--- src/rtl/matmul_seq_ctrl_if.sv ---
// matmul_seq_ctrl_if: host load/start/result port plus systolic-array drive/return signals.
// slave  : the sequencer's view (takes loads, start and array result; drives status and array controls).
// master : the host/array side (the opposite directions).
interface matmul_seq_ctrl_if;
    logic         ld_en;
    logic         ld_sel;
    logic [3:0]   ld_addr;
    logic [31:0]  ld_data;
    logic         start;
    logic         busy;
    logic         done;
    logic         err;
    logic [127:0] res_flat;
    logic         mm_input_start;
    logic [127:0] mm_inA_flat;
    logic [127:0] mm_inB_flat;
    logic [3:0]   mm_counter;
    logic [127:0] mm_outD_flat;
    logic         mm_output_rdy;
    modport slave (
        input  ld_en, ld_sel, ld_addr, ld_data, start, mm_outD_flat, mm_output_rdy,
        output busy, done, err, res_flat, mm_input_start, mm_inA_flat, mm_inB_flat, mm_counter
    );
    modport master (
        output ld_en, ld_sel, ld_addr, ld_data, start, mm_outD_flat, mm_output_rdy,
        input  busy, done, err, res_flat, mm_input_start, mm_inA_flat, mm_inB_flat, mm_counter
    );
endinterface

--- src/rtl/matmul_seq_ctrl.sv ---
// matmul_seq_ctrl: sequencer feeding skewed A/B lanes into a 4x4 systolic array and capturing its result.
// clk/rst : clock and asynchronous active-high reset.
// bus     : operand word loads, start, busy/done/err, res_flat, and the mm_* array drive/return signals.
module matmul_seq_ctrl #(
    parameter int DRAIN_CYCLES = 4,
    parameter int RDY_TIMEOUT  = 2
) (
    input logic clk,
    input logic rst,
    matmul_seq_ctrl_if.slave bus
);
    typedef enum logic [2:0] {IDLE, CLEAR, FEED, DRAIN, FIRE, WAIT} state_t;
    state_t state, nxtState;
    logic [7:0] cnt, nxtCnt;
    logic doneNxt, errNxt, capture;
    logic [3:0] counterNxt;
    logic [31:0] aMem [16];
    logic [31:0] bMem [16];
    logic [31:0] laneA [4];
    logic [31:0] laneB [4];

    always_comb begin
        nxtState = state;
        nxtCnt   = cnt;
        doneNxt  = 1'b0;
        errNxt   = 1'b0;
        capture  = 1'b0;
        case (state)
            IDLE:  if (bus.start) nxtState = CLEAR;
            CLEAR: begin
                nxtState = FEED;
                nxtCnt   = '0;
            end
            FEED: begin
                nxtState = cnt == 8'd6 ? DRAIN : FEED;
                nxtCnt   = cnt == 8'd6 ? '0 : cnt + 8'd1;
            end
            DRAIN: begin
                nxtState = cnt == 8'(DRAIN_CYCLES - 1) ? FIRE : DRAIN;
                nxtCnt   = cnt + 8'd1;
            end
            FIRE: begin
                nxtState = WAIT;
                nxtCnt   = '0;
            end
            WAIT: begin
                capture  = bus.mm_output_rdy;
                doneNxt  = bus.mm_output_rdy;
                errNxt   = !bus.mm_output_rdy && cnt == 8'(RDY_TIMEOUT - 1);
                nxtState = (doneNxt || errNxt) ? IDLE : WAIT;
                nxtCnt   = cnt + 8'd1;
            end
            default: nxtState = IDLE;
        endcase
        counterNxt = nxtState == FEED  ? nxtCnt[3:0] :
                     nxtState == DRAIN ? 4'd6 :
                     nxtState == FIRE  ? 4'd7 : 4'd0;
    end

    // Lane k carries diagonal r = t-k; an out-of-range r wraps to 13..15, so r[3:2]!=0 marks an idle lane.
    for (genvar k = 0; k < 4; k++) begin : g_lane
        logic [3:0] r;
        assign r        = nxtCnt[3:0] - 4'(k);
        assign laneA[k] = (nxtState == FEED && r[3:2] == 2'b00) ? aMem[{r[1:0], 2'(k)}] : '0;
        assign laneB[k] = (nxtState == FEED && r[3:2] == 2'b00) ? bMem[{2'(k), r[1:0]}] : '0;
    end

    always_ff @(posedge clk or posedge rst) begin
        if (rst) begin
            state <= IDLE;
            cnt   <= '0;
        end else begin
            state <= nxtState;
            cnt   <= nxtCnt;
        end
    end

    always_ff @(posedge clk or posedge rst) begin
        if (rst) begin
            for (int i = 0; i < 16; i++) begin
                aMem[i] <= '0;
                bMem[i] <= '0;
            end
        end else if (state == IDLE && bus.ld_en) begin
            if (bus.ld_sel) bMem[bus.ld_addr] <= bus.ld_data;
            else aMem[bus.ld_addr] <= bus.ld_data;
        end
    end

    // Every output is registered from the next-state decode so it lines up with the state it describes.
    always_ff @(posedge clk or posedge rst) begin
        if (rst) begin
            bus.busy           <= 1'b0;
            bus.done           <= 1'b0;
            bus.err            <= 1'b0;
            bus.res_flat       <= '0;
            bus.mm_input_start <= 1'b0;
            bus.mm_counter     <= '0;
            bus.mm_inA_flat    <= '0;
            bus.mm_inB_flat    <= '0;
        end else begin
            bus.busy           <= nxtState != IDLE;
            bus.done           <= doneNxt;
            bus.err            <= errNxt;
            bus.mm_input_start <= nxtState == CLEAR;
            bus.mm_counter     <= counterNxt;
            bus.mm_inA_flat    <= {laneA[0], laneA[1], laneA[2], laneA[3]};
            bus.mm_inB_flat    <= {laneB[0], laneB[1], laneB[2], laneB[3]};
            if (capture) bus.res_flat <= bus.mm_outD_flat;
        end
    end
endmodule

--- src/flat_wrapper.sv ---
// flat-port wrapper written by rule: the top's interface ports become plain ports
module matmul_seq_ctrl_flat 
#(
    parameter int DRAIN_CYCLES = 4,
    parameter int RDY_TIMEOUT  = 2
)
  (clk, rst, bus_ld_en, bus_ld_sel, bus_ld_addr, bus_ld_data, bus_start, bus_mm_outD_flat, bus_mm_output_rdy, bus_busy, bus_done, bus_err, bus_res_flat, bus_mm_input_start, bus_mm_inA_flat, bus_mm_inB_flat, bus_mm_counter);
  matmul_seq_ctrl_if bus_i ();
  input logic clk;
  input logic rst;
  input wire logic [$bits(bus_i.ld_en)-1:0] bus_ld_en;
  input wire logic [$bits(bus_i.ld_sel)-1:0] bus_ld_sel;
  input wire logic [$bits(bus_i.ld_addr)-1:0] bus_ld_addr;
  input wire logic [$bits(bus_i.ld_data)-1:0] bus_ld_data;
  input wire logic [$bits(bus_i.start)-1:0] bus_start;
  input wire logic [$bits(bus_i.mm_outD_flat)-1:0] bus_mm_outD_flat;
  input wire logic [$bits(bus_i.mm_output_rdy)-1:0] bus_mm_output_rdy;
  output wire logic [$bits(bus_i.busy)-1:0] bus_busy;
  output wire logic [$bits(bus_i.done)-1:0] bus_done;
  output wire logic [$bits(bus_i.err)-1:0] bus_err;
  output wire logic [$bits(bus_i.res_flat)-1:0] bus_res_flat;
  output wire logic [$bits(bus_i.mm_input_start)-1:0] bus_mm_input_start;
  output wire logic [$bits(bus_i.mm_inA_flat)-1:0] bus_mm_inA_flat;
  output wire logic [$bits(bus_i.mm_inB_flat)-1:0] bus_mm_inB_flat;
  output wire logic [$bits(bus_i.mm_counter)-1:0] bus_mm_counter;
  assign bus_i.ld_en = bus_ld_en;
  assign bus_i.ld_sel = bus_ld_sel;
  assign bus_i.ld_addr = bus_ld_addr;
  assign bus_i.ld_data = bus_ld_data;
  assign bus_i.start = bus_start;
  assign bus_i.mm_outD_flat = bus_mm_outD_flat;
  assign bus_i.mm_output_rdy = bus_mm_output_rdy;
  assign bus_busy = bus_i.busy;
  assign bus_done = bus_i.done;
  assign bus_err = bus_i.err;
  assign bus_res_flat = bus_i.res_flat;
  assign bus_mm_input_start = bus_i.mm_input_start;
  assign bus_mm_inA_flat = bus_i.mm_inA_flat;
  assign bus_mm_inB_flat = bus_i.mm_inB_flat;
  assign bus_mm_counter = bus_i.mm_counter;
  matmul_seq_ctrl #(.DRAIN_CYCLES(DRAIN_CYCLES), .RDY_TIMEOUT(RDY_TIMEOUT)) u_core (.clk(clk), .rst(rst), .bus(bus_i));
endmodule
--- config.mk ---
export PLATFORM = sky130hd
export DESIGN_NAME = matmul_seq_ctrl_flat
export DESIGN_NICKNAME = d
export VERILOG_FILES = /design/src/rtl/matmul_seq_ctrl_if.sv /design/src/rtl/matmul_seq_ctrl.sv /design/src/flat_wrapper.sv
export SDC_FILE = /design/constraint.sdc
export NUM_CORES = 2
export LEC_CHECK = 0
export ABC_AREA = 1
export BUFFER_PORTS_ARGS = -buffer_cell sky130_fd_sc_hd__buf_4
export CORE_UTILIZATION = 54
export DETAILED_ROUTE_END_ITERATION = 10
export PLACE_DENSITY = 0.8
export SLEW_MARGIN = 20
export SYNTH_ARGS = -nofsm -noshare
export SYNTH_HDL_FRONTEND = slang
export SYNTH_SLANG_ARGS = --single-unit
--- constraint.sdc ---
create_clock -name clk -period 48.9 [get_ports clk]
set_clock_uncertainty 0.2 [all_clocks]
set_input_delay 12.225 -clock clk [delete_from_list [all_inputs] [get_ports clk]]
set_output_delay 12.225 -clock clk [all_outputs]
set_load 0.005 [all_outputs]
==> metrics.csv <==
stage;metric;value;unit
sta;finalHoldViolations;0;
yosys;synth_warnings;0;
clock_tree;cts_root_buf;clkbuf_16;
clock_tree;cts_setup_buffers;0;
critical_path;crit_slowest_cell;buf_4;
critical_path;critPathTopFamily;buffers and inverters;
run_status;outcome;completed;
floorplanning;dieArea;111300;µm²
floorplanning;die_h;333.6;µm
sta;setup_viol;0;
finish;drive_gt1_share;12.50;%
critical_path;worstPathCellList;buf_4, clkinvlp_4, buf_12, buf_16, buf_12, buf_16, buf_4, buf_4, buf_12;
global_routing;grt_pass1_wl;265000;µm
job;max-cap-violations;0;
yosys;yosysTopAreaCell;dfrtp_1;
route;ant_nets;0;
critical_path;cp_data_arrival_time;16910;ps
critical_path;path_max_fanout;170;
clock_tree;htree_levels;4;
route;wirelength;169900;µm
yosys;synth_area_per_cell;8.426;µm²
place;port_buffers;561;
global_routing;antenna_found_initial;12;
sta;whs;271.1;ps
power_and_ir_drop;p_leak;0.03528;µW
clock_tree;ctsHoldBuffers;0;
sta;maxSlewViolCount;0;
finish;layout_commonest_cell;nand2_1;
clock_tree;clk_pin_slew;60;ps
critical_path;startpoint;rst;
floorplanning;boundaryPins;562;
route;vias_per_cell;5.534;
place;gp_congestion;0.8966;
clock_tree;cts_resized;0;
global_routing;grt_pass1_vias;46130;
global_routing;grt_max_degree;227;
clock_tree;clock_sinks;1427;
worst_hold_path;hold_path_class;reg2reg;
sta;relSlewSlack;24.14;%
finish;final_nets;7492;
clock_tree;clock_path_buffers;3;
finish;synthToLayoutAreaGrowth;16.21;%
power_and_ir_drop;ir_drop;0.00009558;V
yosys;netlist_instances;7049;
yosys;synth_seq_cells;1427;
critical_path;setup.worst_path.start_class;primary input;
finish;multi_input_area;19830;µm²
clock_tree;cts_buffers;144;
worst_hold_path;min-delay-start;u_core.bus.res_flat[97];
yosys;synth_top_area_share;60.12;%
critical_path;cp.required;49450;ps
finish;fillCellCount;8741;
critical_path;critPathCaptureType;asynchronous set/reset pin;
critical_path;max_stage_delay;800;ps
sta;period_needed;16360;ps
sta;fmax;0.06113;GHz
route;post_drt_wl_per_cell;19.19;µm
yosys;synth_fp_nets;7227;
yosys;synth_area_leaders;dfrtp_1 (60%), nand2_1 (18%), o21ai_0 (8.6%);
floorplanning;initial_core_util;54.49;%
critical_path;crit_type;in2async;
sta;tightest_slew;1131;ps
place;dp_hpwl;99150;µm
route;dr.pass1.iters;6;
route;vias;48992;
critical_path;crit_buf_inv;9;
yosys;synth.cell_area;59390;µm²
route;drc;0;
critical_path;rr_startpoint;u_core.cnt[0];
floorplanning;fp-row-count;121;
global_routing;grt-ovfl-total;0;
clock_tree;cts_tree;done;
power_and_ir_drop;p_per_area;58.74;nW/µm²
finish;layout_common_cells;nand2_1 (2876), dfrtp_1 (1427), o21ai_0 (1016), buf_4 (620), inv_1 (489);
yosys;yosysSeqAreaShare;60.12;%
clock_tree;clock_latency;760;ps
global_routing;grt_use_total;30.47;%
route;initialDrtViolationCount;5938;
floorplanning;fp.dieW;333.6;µm
sta;finalCritPeriodShare;33.46;%
finish;seqCellArea;35710;µm²
yosys;synth.distinct_cells;29;
sta;rsz0062_at_grt;false;
sta;finalSetupTns;0;ps
floorplanning;core-area;109000;µm²
stage by stage:
stage	worst slack, ps	util, %	instance area, µm²	cells	power, µW
after floorplan	16720	-	59400	7049	2454
after global placement	31970	58.68	63970	8578	2900
after detailed placement	31850	58.69	63980	8578	2927
after CTS	32630	63.11	68790	8842	4043
after global routing	31850	63.30	69000	8846	4269
final	32540	63.32	69020	8853	4054
cell usage after synthesis:
master    count
ha_1          8
buf_6         7
nor3_4        1
o21ai_1     144
o21ai_0    1016
inv_2        12
nand3_1      12
buf_2       120
nor3_1        2
nand2_1    2905
o211ai_1    128
nor2_2        3
nand4_2       1
nand3_2       4
nor2_1      155
nor3b_1       2
clkbuf_1    371
a21oi_1     197
dfrtp_1    1427
nor4_1        2
nor3_2        1
inv_1       506
buf_1        12
o21ai_2       1
nand2_2       2
xor2_1        1
nand4_1       5
buf_4         3
a31oi_1       1
state kept, by name, indices dropped and copies added, names as in the netlist:
register,count
u_core.aMem,512
u_core.bMem,512
u_core.bus.busy,1
u_core.bus.done,1
u_core.bus.err,1
u_core.bus.mm_counter,4
u_core.bus.mm_inA_flat,128
u_core.bus.mm_inB_flat,128
u_core.bus.mm_input_start,1
u_core.bus.res_flat,128
u_core.cnt,8
u_core.state,3
tightest hold or removal path, cell delays in order, from the launching register on:
cell     delay (ps)
dfrtp_1         340
nand2_1          50
nand2_1          40
where the power goes:
group	internal, µW	switching, µW	total [µW]
combinational	389	1090	1480
clock	638	469	1110
sequential	1370	99.2	1470
total	2400	1660	4050
cell families (layout without fill, tap and decap cells):
| family | after synthesis | in the layout | synth area share (%) |
|---|---|---|---|
| XOR/XNOR | 1 | 1 | 0.01475 |
| AND/OR/NAND/NOR | 3095 | 3095 | 19.74 |
| flip-flops | 1427 | 1427 | 60.12 |
| buffers and inverters | 1031 | 1414 | 6.876 |
| other | 0 | 7 | 0 |
| AO/OA/AOI/OAI | 1487 | 1487 | 13.08 |
| adder cells (fa/ha/maj) | 8 | 8 | 0.1685 |
layout make-up:
cell class | count | share of cell area [%]
inverter | 518 | 2.839
multi-input combinational | 4591 | 28.74
tap | 1414 | 2.563
clock buffer | 219 | 6.350
timing repair buffer | 632 | 7.123
sequential | 1427 | 51.74
clock inverter | 45 | 0.6254
antenna | 7 | 0.02538
layer usage:
metal / GRT usage, % / share of wire, %
met5: 0.6513 / 0.092
met1: 43.25 / 41
met3: 6.500 / 9.3
met2: 45.45 / 45
met4: 12.97 / 4.2
path summary, 6_finish.rpt:
check                      cells after the start                           to  slack [ps]
max                                            9             u_core.bMem[267]       32540
min                                            2      u_core.bus.res_flat[97]         270
max reg2reg                                   15   u_core.bus.mm_inB_flat[62]       43430
min reg2reg                                    2      u_core.bus.res_flat[97]         270
max in group clk                               8      u_core.bus.res_flat[23]       34730
min in group asynchronous                      2  u_core.bus.mm_inA_flat[108]       11190
(Power assumes the default switching activity.)
